--- src/rtl/dmem_arb_pkg.sv ---
// Shared types and constants for the two-requester data-memory arbiter.
package dmem_arb_pkg;

  typedef enum logic [1:0] {
    IDLE  = 2'd0,
    ISSUE = 2'd1,
    WAIT  = 2'd2,
    RESP  = 2'd3
  } arb_state_e;

  localparam logic REQ_DCACHE = 1'b0;
  localparam logic REQ_ICACHE = 1'b1;

  localparam int DEF_ADDR_W = 32;
  localparam int DEF_DATA_W = 256;
  localparam int DEF_CNT_W  = 16;

endpackage

--- src/rtl/dmem_arbiter_if.sv ---
// Requester, memory and (with ARB_PERF_CNT_EN) performance-counter signals of dmem_arbiter.
interface dmem_arbiter_if
  import dmem_arb_pkg::*;
#(
  parameter int ADDR_W = DEF_ADDR_W,
  parameter int DATA_W = DEF_DATA_W
`ifdef ARB_PERF_CNT_EN
  , parameter int CNT_W = DEF_CNT_W
`endif
);
  logic              req0_enable_i;
  logic              req0_write_i;
  logic [ADDR_W-1:0] req0_addr_i;
  logic [DATA_W-1:0] req0_data_i;
  logic              req0_ack_o;
  logic [DATA_W-1:0] req0_data_o;

  logic              req1_enable_i;
  logic              req1_write_i;
  logic [ADDR_W-1:0] req1_addr_i;
  logic [DATA_W-1:0] req1_data_i;
  logic              req1_ack_o;
  logic [DATA_W-1:0] req1_data_o;

  logic              mem_enable_o;
  logic              mem_write_o;
  logic [ADDR_W-1:0] mem_addr_o;
  logic [DATA_W-1:0] mem_data_o;
  logic              mem_ack_i;
  logic [DATA_W-1:0] mem_data_i;

`ifdef ARB_PERF_CNT_EN
  logic [CNT_W-1:0]  perf_grant0_o;
  logic [CNT_W-1:0]  perf_grant1_o;
  logic [CNT_W-1:0]  perf_conflict_o;
  logic [CNT_W-1:0]  perf_wait0_o;
  logic [CNT_W-1:0]  perf_wait1_o;
`endif

  modport slave (
    input  req0_enable_i, req0_write_i, req0_addr_i, req0_data_i,
    input  req1_enable_i, req1_write_i, req1_addr_i, req1_data_i,
    input  mem_ack_i, mem_data_i,
    output req0_ack_o, req0_data_o, req1_ack_o, req1_data_o,
    output mem_enable_o, mem_write_o, mem_addr_o, mem_data_o
`ifdef ARB_PERF_CNT_EN
    , output perf_grant0_o, perf_grant1_o, perf_conflict_o, perf_wait0_o, perf_wait1_o
`endif
  );

  modport master (
    output req0_enable_i, req0_write_i, req0_addr_i, req0_data_i,
    output req1_enable_i, req1_write_i, req1_addr_i, req1_data_i,
    output mem_ack_i, mem_data_i,
    input  req0_ack_o, req0_data_o, req1_ack_o, req1_data_o,
    input  mem_enable_o, mem_write_o, mem_addr_o, mem_data_o
`ifdef ARB_PERF_CNT_EN
    , input perf_grant0_o, perf_grant1_o, perf_conflict_o, perf_wait0_o, perf_wait1_o
`endif
  );

endinterface

--- src/rtl/dmem_arbiter_rr_pick2.sv ---
// Combinational 2-way round-robin pick: on a tie the requester not granted last time wins.
module rr_pick2 (
  input  logic en0,
  input  logic en1,
  input  logic last_grant,
  output logic any,
  output logic pick
);

  assign any  = en0 | en1;
  assign pick = (en0 && en1) ? ~last_grant : en1;

endmodule

--- src/rtl/dmem_arbiter.sv ---
// Round-robin arbiter of the L1 D-cache (req0) and I-cache (req1) onto one line memory,
// one transaction in flight. Define ARB_PERF_CNT_EN to add saturating performance counters.
module dmem_arbiter
  import dmem_arb_pkg::*;
#(
  parameter int ADDR_W = DEF_ADDR_W,
  parameter int DATA_W = DEF_DATA_W
`ifdef ARB_PERF_CNT_EN
  , parameter int CNT_W = DEF_CNT_W
`endif
) (
  input logic          clk_i,
  input logic          rst_i,
  dmem_arbiter_if.slave bus
);

  arb_state_e        state;
  arb_state_e        nxt;
  logic              owner;
  logic              last_grant;
  logic [DATA_W-1:0] hold0;
  logic [DATA_W-1:0] hold1;

  logic              req_any;
  logic              pick;
  logic              grant;

  logic              mem_en;
  logic              mem_wr;
  logic [ADDR_W-1:0] mem_ad;
  logic [DATA_W-1:0] mem_dt;
  logic              ack0;
  logic              ack1;
  logic [DATA_W-1:0] rd0;
  logic [DATA_W-1:0] rd1;

  rr_pick2 u_pick (
    .en0        (bus.req0_enable_i),
    .en1        (bus.req1_enable_i),
    .last_grant (last_grant),
    .any        (req_any),
    .pick       (pick)
  );

  assign grant = (state == IDLE) && req_any;

  always_ff @(posedge clk_i) begin
    if (rst_i) begin
      state      <= IDLE;
      owner      <= REQ_DCACHE;
      last_grant <= REQ_ICACHE;
      hold0      <= '0;
      hold1      <= '0;
    end else begin
      state <= nxt;
      if (grant) begin
        owner      <= pick;
        last_grant <= pick;
      end
      // The returned line is only valid during RESP; keep it for the owner afterwards.
      if (state == RESP) begin
        if (owner == REQ_DCACHE) hold0 <= bus.mem_data_i;
        else                     hold1 <= bus.mem_data_i;
      end
    end
  end

  always_comb begin
    nxt    = state;
    mem_en = 1'b0;
    mem_wr = 1'b0;
    mem_ad = '0;
    mem_dt = '0;
    ack0   = 1'b0;
    ack1   = 1'b0;
    rd0    = hold0;
    rd1    = hold1;
    case (state)
      IDLE:  if (req_any) nxt = ISSUE;
      ISSUE: begin
        mem_en = 1'b1;
        nxt    = WAIT;
      end
      WAIT:  if (bus.mem_ack_i) nxt = RESP;
      RESP: begin
        nxt = IDLE;
        if (owner == REQ_DCACHE) begin
          ack0 = 1'b1;
          rd0  = bus.mem_data_i;
        end else begin
          ack1 = 1'b1;
          rd1  = bus.mem_data_i;
        end
      end
      default: nxt = IDLE;
    endcase
    if (state == ISSUE || state == WAIT) begin
      if (owner == REQ_ICACHE) begin
        mem_wr = bus.req1_write_i;
        mem_ad = bus.req1_addr_i;
        mem_dt = bus.req1_data_i;
      end else begin
        mem_wr = bus.req0_write_i;
        mem_ad = bus.req0_addr_i;
        mem_dt = bus.req0_data_i;
      end
    end
  end

  assign bus.mem_enable_o = mem_en;
  assign bus.mem_write_o  = mem_wr;
  assign bus.mem_addr_o   = mem_ad;
  assign bus.mem_data_o   = mem_dt;
  assign bus.req0_ack_o   = ack0;
  assign bus.req1_ack_o   = ack1;
  assign bus.req0_data_o  = rd0;
  assign bus.req1_data_o  = rd1;

`ifdef ARB_PERF_CNT_EN
  logic [CNT_W-1:0] cnt_g0;
  logic [CNT_W-1:0] cnt_g1;
  logic [CNT_W-1:0] cnt_conf;
  logic [CNT_W-1:0] cnt_w0;
  logic [CNT_W-1:0] cnt_w1;
  logic             served0;
  logic             served1;

  function automatic logic [CNT_W-1:0] sat_inc(input logic [CNT_W-1:0] v, input logic en);
    if (en && (v != {CNT_W{1'b1}})) return v + 1'b1;
    return v;
  endfunction

  assign served0 = (state == RESP) && (owner == REQ_DCACHE);
  assign served1 = (state == RESP) && (owner == REQ_ICACHE);

  always_ff @(posedge clk_i) begin
    if (rst_i) begin
      cnt_g0   <= '0;
      cnt_g1   <= '0;
      cnt_conf <= '0;
      cnt_w0   <= '0;
      cnt_w1   <= '0;
    end else begin
      cnt_g0   <= sat_inc(cnt_g0, grant && (pick == REQ_DCACHE));
      cnt_g1   <= sat_inc(cnt_g1, grant && (pick == REQ_ICACHE));
      cnt_conf <= sat_inc(cnt_conf, (state == IDLE) && bus.req0_enable_i && bus.req1_enable_i);
      cnt_w0   <= sat_inc(cnt_w0, bus.req0_enable_i && !served0);
      cnt_w1   <= sat_inc(cnt_w1, bus.req1_enable_i && !served1);
    end
  end

  assign bus.perf_grant0_o   = cnt_g0;
  assign bus.perf_grant1_o   = cnt_g1;
  assign bus.perf_conflict_o = cnt_conf;
  assign bus.perf_wait0_o    = cnt_w0;
  assign bus.perf_wait1_o    = cnt_w1;
`endif

endmodule

--- src/flat_wrapper.sv ---
// flat-port wrapper written by rule: the top's interface ports become plain ports
module dmem_arbiter_flat import dmem_arb_pkg::*;
#(
  parameter int ADDR_W = DEF_ADDR_W,
  parameter int DATA_W = DEF_DATA_W

)
  (clk_i, rst_i, bus_req0_enable_i, bus_req0_write_i, bus_req0_addr_i, bus_req0_data_i, bus_req1_enable_i, bus_req1_write_i, bus_req1_addr_i, bus_req1_data_i, bus_mem_ack_i, bus_mem_data_i, bus_req0_ack_o, bus_req0_data_o, bus_req1_ack_o, bus_req1_data_o, bus_mem_enable_o, bus_mem_write_o, bus_mem_addr_o, bus_mem_data_o);
  dmem_arbiter_if #(.ADDR_W(ADDR_W), .DATA_W(DATA_W)) bus_i ();
  input logic clk_i;
  input logic rst_i;
  input wire logic [$bits(bus_i.req0_enable_i)-1:0] bus_req0_enable_i;
  input wire logic [$bits(bus_i.req0_write_i)-1:0] bus_req0_write_i;
  input wire logic [$bits(bus_i.req0_addr_i)-1:0] bus_req0_addr_i;
  input wire logic [$bits(bus_i.req0_data_i)-1:0] bus_req0_data_i;
  input wire logic [$bits(bus_i.req1_enable_i)-1:0] bus_req1_enable_i;
  input wire logic [$bits(bus_i.req1_write_i)-1:0] bus_req1_write_i;
  input wire logic [$bits(bus_i.req1_addr_i)-1:0] bus_req1_addr_i;
  input wire logic [$bits(bus_i.req1_data_i)-1:0] bus_req1_data_i;
  input wire logic [$bits(bus_i.mem_ack_i)-1:0] bus_mem_ack_i;
  input wire logic [$bits(bus_i.mem_data_i)-1:0] bus_mem_data_i;
  output wire logic [$bits(bus_i.req0_ack_o)-1:0] bus_req0_ack_o;
  output wire logic [$bits(bus_i.req0_data_o)-1:0] bus_req0_data_o;
  output wire logic [$bits(bus_i.req1_ack_o)-1:0] bus_req1_ack_o;
  output wire logic [$bits(bus_i.req1_data_o)-1:0] bus_req1_data_o;
  output wire logic [$bits(bus_i.mem_enable_o)-1:0] bus_mem_enable_o;
  output wire logic [$bits(bus_i.mem_write_o)-1:0] bus_mem_write_o;
  output wire logic [$bits(bus_i.mem_addr_o)-1:0] bus_mem_addr_o;
  output wire logic [$bits(bus_i.mem_data_o)-1:0] bus_mem_data_o;
  assign bus_i.req0_enable_i = bus_req0_enable_i;
  assign bus_i.req0_write_i = bus_req0_write_i;
  assign bus_i.req0_addr_i = bus_req0_addr_i;
  assign bus_i.req0_data_i = bus_req0_data_i;
  assign bus_i.req1_enable_i = bus_req1_enable_i;
  assign bus_i.req1_write_i = bus_req1_write_i;
  assign bus_i.req1_addr_i = bus_req1_addr_i;
  assign bus_i.req1_data_i = bus_req1_data_i;
  assign bus_i.mem_ack_i = bus_mem_ack_i;
  assign bus_i.mem_data_i = bus_mem_data_i;
  assign bus_req0_ack_o = bus_i.req0_ack_o;
  assign bus_req0_data_o = bus_i.req0_data_o;
  assign bus_req1_ack_o = bus_i.req1_ack_o;
  assign bus_req1_data_o = bus_i.req1_data_o;
  assign bus_mem_enable_o = bus_i.mem_enable_o;
  assign bus_mem_write_o = bus_i.mem_write_o;
  assign bus_mem_addr_o = bus_i.mem_addr_o;
  assign bus_mem_data_o = bus_i.mem_data_o;
  dmem_arbiter #(.ADDR_W(ADDR_W), .DATA_W(DATA_W)) u_core (.clk_i(clk_i), .rst_i(rst_i), .bus(bus_i));
endmodule
--- config.mk ---
export PLATFORM = sky130hd
export DESIGN_NAME = dmem_arbiter_flat
export DESIGN_NICKNAME = d
export VERILOG_FILES = /design/src/rtl/dmem_arb_pkg.sv /design/src/rtl/dmem_arbiter_if.sv /design/src/rtl/dmem_arbiter_rr_pick2.sv /design/src/rtl/dmem_arbiter.sv /design/src/flat_wrapper.sv
export SDC_FILE = /design/constraint.sdc
export NUM_CORES = 1
export LEC_CHECK = 0
export BUFFER_PORTS_ARGS = -buffer_cell sky130_fd_sc_hd__buf_2
export CORE_AREA = 2 2 638 640
export CTS_BUF_LIST = sky130_fd_sc_hd__clkbuf_16
export CTS_CLUSTER_DIAMETER = 200
export DETAILED_ROUTE_END_ITERATION = 8
export DIE_AREA = 0 0 640 642
export PLACE_DENSITY = 0.3
export SETUP_SLACK_MARGIN = 0.3
export SLEW_MARGIN = 20
export SYNTH_ARGS = -nofsm -noshare
export SYNTH_HDL_FRONTEND = slang
export SYNTH_SLANG_ARGS = --single-unit
--- constraint.sdc ---
create_clock -name clk_i -period 3.4 [get_ports clk_i]
set_clock_uncertainty 0.05 [all_clocks]
set_input_delay 0.68 -clock clk_i [delete_from_list [all_inputs] [get_ports clk_i]]
set_output_delay 0.68 -clock clk_i [all_outputs]
set_load 0.05 [all_outputs]
==> flow_metrics.py <==
metrics = {
    "floorplan": {
        "core_area_um2": 404000,
        "io_pins": 1643,
        "initial_utilization_pct": 6.66,
        "die_h_um": 642,
        "floorplan.die.width_um": 640,
        "die_area_um2": 411000,
        "num_rows": 234,
    },
    "cts": {
        "cts_tree": "built",
        "insertion_delay_ps": 680,
        "ctsLongestPathBuffers": 3,
        "clock-root-buffer": "clkbuf_16",
        "clk_pin_slew_ps": 70,
        "cts.hold.buffers_added": 0,
        "cts_buffers": 67,
        "clkSinkCount": 516,
        "cts_max_level": 3,
    },
    "worst_hold_path": {
        "whs_path_depth": 3,
        "hold_start": "bus_req1_enable_i",
        "hold_class": "input port to register",
        "holdPathEnd": "u_core.owner",
    },
    "timing": {
        "rsz0062_at_grt": "true",
        "final.period_utilization_pct": 98.7,
        "maxSlewViolCount": 0,
        "layout_min_cycle_time_ps": 3350,
        "finalSetupTns_ps": 0,
        "fmax_mhz": 298,
        "setup_slack_ps": 45.6,
        "finalHoldViolCount": 0,
        "worst_slew_pin_slew_ps": 1020,
        "setup_viol": 0,
        "maxSlewHeadroom_pct": 32.2,
    },
    "synth": {
        "yosys-top-cells-area": "dfxtp_1, mux2_4, nor2b_1",
        "synth_top_area_share_pct": 38.4,
        "synth_fa_ha_area_share_pct": 0.186,
        "synth_compound_area_share_pct": 0.112,
        "netlist_area_um2": 26900,
        "avgSynthCellArea_um2": 11.6,
        "ys_ff_latch": 516,
        "synth.area.mux_share_pct": 38.3,
        "synth_top_family_by_area": "multiplexers",
        "synth-simple-area-share_pct": 18.8,
        "synth.net_count": 3166,
        "synth-xor-area-share_pct": 0,
        "syn_inst": 2323,
        "synth_top_cell_by_area": "dfxtp_1",
        "synth_seq_area_share_pct": 38.4,
        "synth_cell_types": 20,
        "ys.warnings.count": 0,
    },
    "setup_path": {
        "cpMostUsedCell": "buf_4",
        "r2r_start": "u_core.state[1]",
        "cpPeakStageDelay_ps": 510,
        "r2r.worst_path.cells": 10,
        "r2r_end": "u_core.hold1[155]",
        "path_class": "register to primary output",
        "required_ps": 2670,
        "end_kind": "primary output",
        "rrSetupSlack_ps": 1220,
        "cp_cell_sequence": "buf_12 -> clkbuf_16 -> buf_4 -> mux2i_2 -> buf_4 -> nor2b_1 -> buf_2",
        "arrival_ps": 2620,
        "slowest_stage": "mux2i_2",
        "path_max_fanout": 7,
        "cp-start-kind": "register",
    },
    "detailed_routing": {
        "wl_per_cell_um": 27.0,
        "drt_pass1_iterations": 5,
        "drt_iter0_drc": 1231,
        "ant_nets": 0,
        "drcViolationCount": 0,
        "vias": 25700,
        "via_per_inst": 2.64,
        "wl_um": 262000,
    },
    "cells_and_area": {
        "final_common_cell": "buf_2",
        "drive_gt1_share_pct": 63.9,
        "fin_nets": 4985,
        "syn2layout_area_growth_pct": 93.6,
        "stdcell_area_um2": 52100,
        "final_cell_mix": "buf_2, nor2b_1, dfxtp_1",
        "final_util_pct": 12.9,
    },
    "power_and_ir_drop": {
        "power_density_nw_per_um2": 682,
        "p_leak_nw": 22.6,
        "ir_drop_uv": 485,
    },
    "outcome": {
        "status": "finished, final reports clean",
    },
    "flow_run": {
        "maxCapViolCount": 0,
    },
    "global_route": {
        "grt.total_usage_pct": 12.1,
        "overflow": 0,
        "grt_max_degree": 58,
        "first_global_vias": 26600,
        "antenna_found_initial": 175,
        "grt_pass1_wl_um": 318000,
    },
    "placed_design": {
        "dp_hpwl_um": 222000,
        "port_buffers": 1642,
        "dpl-instance-area_um2": 44300,
        "place_ws_ps": 116,
        "place.gp.congestion": 1.03,
    },
}
==> Yosys cell counts <==
cell	instances
o21a_1	1
clkbuf_1	90
mux2_2	64
nor2_1	5
mux2i_1	290
mux2_1	9
a32oi_1	1
nand2b_1	3
nor2b_1	802
ha_1	4
nand2_1	3
mux2_4	439
a21oi_1	1
dfxtp_1	516
buf_2	37
and2_1	1
inv_1	3
a211o_1	1
buf_6	52
buf_1	1
==> repair_timing <==
action,CTS,global route
endpoints found under the setup margin,802,793
resized for setup,566,415
pin swaps,1,2
cloned,26,19
setup buffers,49,36
==> through the flow <==
step	cells	hold slack, ps	total power [mW]
3_5_place_dp	9371	434	25.8
5_1_grt	9685	238	36.9
3_3_place_gp	9371	421	25.9
4_1_cts	9566	158	35.2
2_1_floorplan	2323	409	18.3
6_report	9712	287	35.5
==> worst max-delay path by stage <==
| stage | start | endpoint | slack, ps | depth (start not counted) |
|---|---|---|---|---|
| global placement | u_core.owner | bus_mem_data_o[246] | 50 | 5 |
| floorplan | u_core.state[0] | bus_mem_data_o[100] | 490 | 6 |
| global route | u_core.state[1] | bus_req1_data_o[23] | -20 | 7 |
| CTS | u_core.state[0] | bus_req1_data_o[6] | -50 | 8 |
| detailed placement | u_core.owner | bus_mem_data_o[248] | 120 | 5 |
| finish | u_core.owner | bus_mem_data_o[229] | 50 | 7 |
==> worst max-delay path, delay by kind of cell (launching register included) <==
| kind | cells | cell delay [ps] |
|---|---|---|
| AND/OR/NAND/NOR | 1 | 40 |
| multiplexers | 1 | 510 |
| buffers and inverters | 5 | 980 |
| flip-flops | 1 | 380 |
==> layer usage <==
layer	vias to the layer above	global-route usage, %	share of wire [%]
li1	11500	-	-
met1	12600	12.4	36
met2	1184	22.1	51
met3	368	5.21	10
met4	68	3.32	3.0
met5	-	0	0.17
==> cells by family (layout without fill, tap and decap cells) <==
kind of cell,Yosys count,in the layout
and+or+nand+nor,814,814
muxes,802,802
DFF,516,516
buffers and inverters,183,2053
adders and majority gates,4,4
AOI/OAI and AO/OA,4,4
other,0,91
==> cell type report <==
type / count / area [um^2]
clock inverters: 53 / 383
fillers: 46200 / 352000
diodes: 91 / 228
flip-flops and latches: 516 / 10300
clock buffers: 67 / 1680
well taps: 5428 / 6790
multi-input cells: 1624 / 16600
repair buffers: 1930 / 16100
inverters: 3 / 11.3
==> where the power goes <==
group	leakage, nW	internal, mW	switching (mW)
clock network	1.08	3.72	3.16
logic	17.3	8.07	14.0
registers	4.16	6.42	0.112
total	22.6	18.2	17.3
==> registers in the layout, summed over array words and instances (netlist names) <==
signal and cells:
u_core.hold1 256, u_core.owner 1, u_core.hold0 256, u_core.last_grant 1, u_core.state 2
Power figures use the tool's default switching activity.
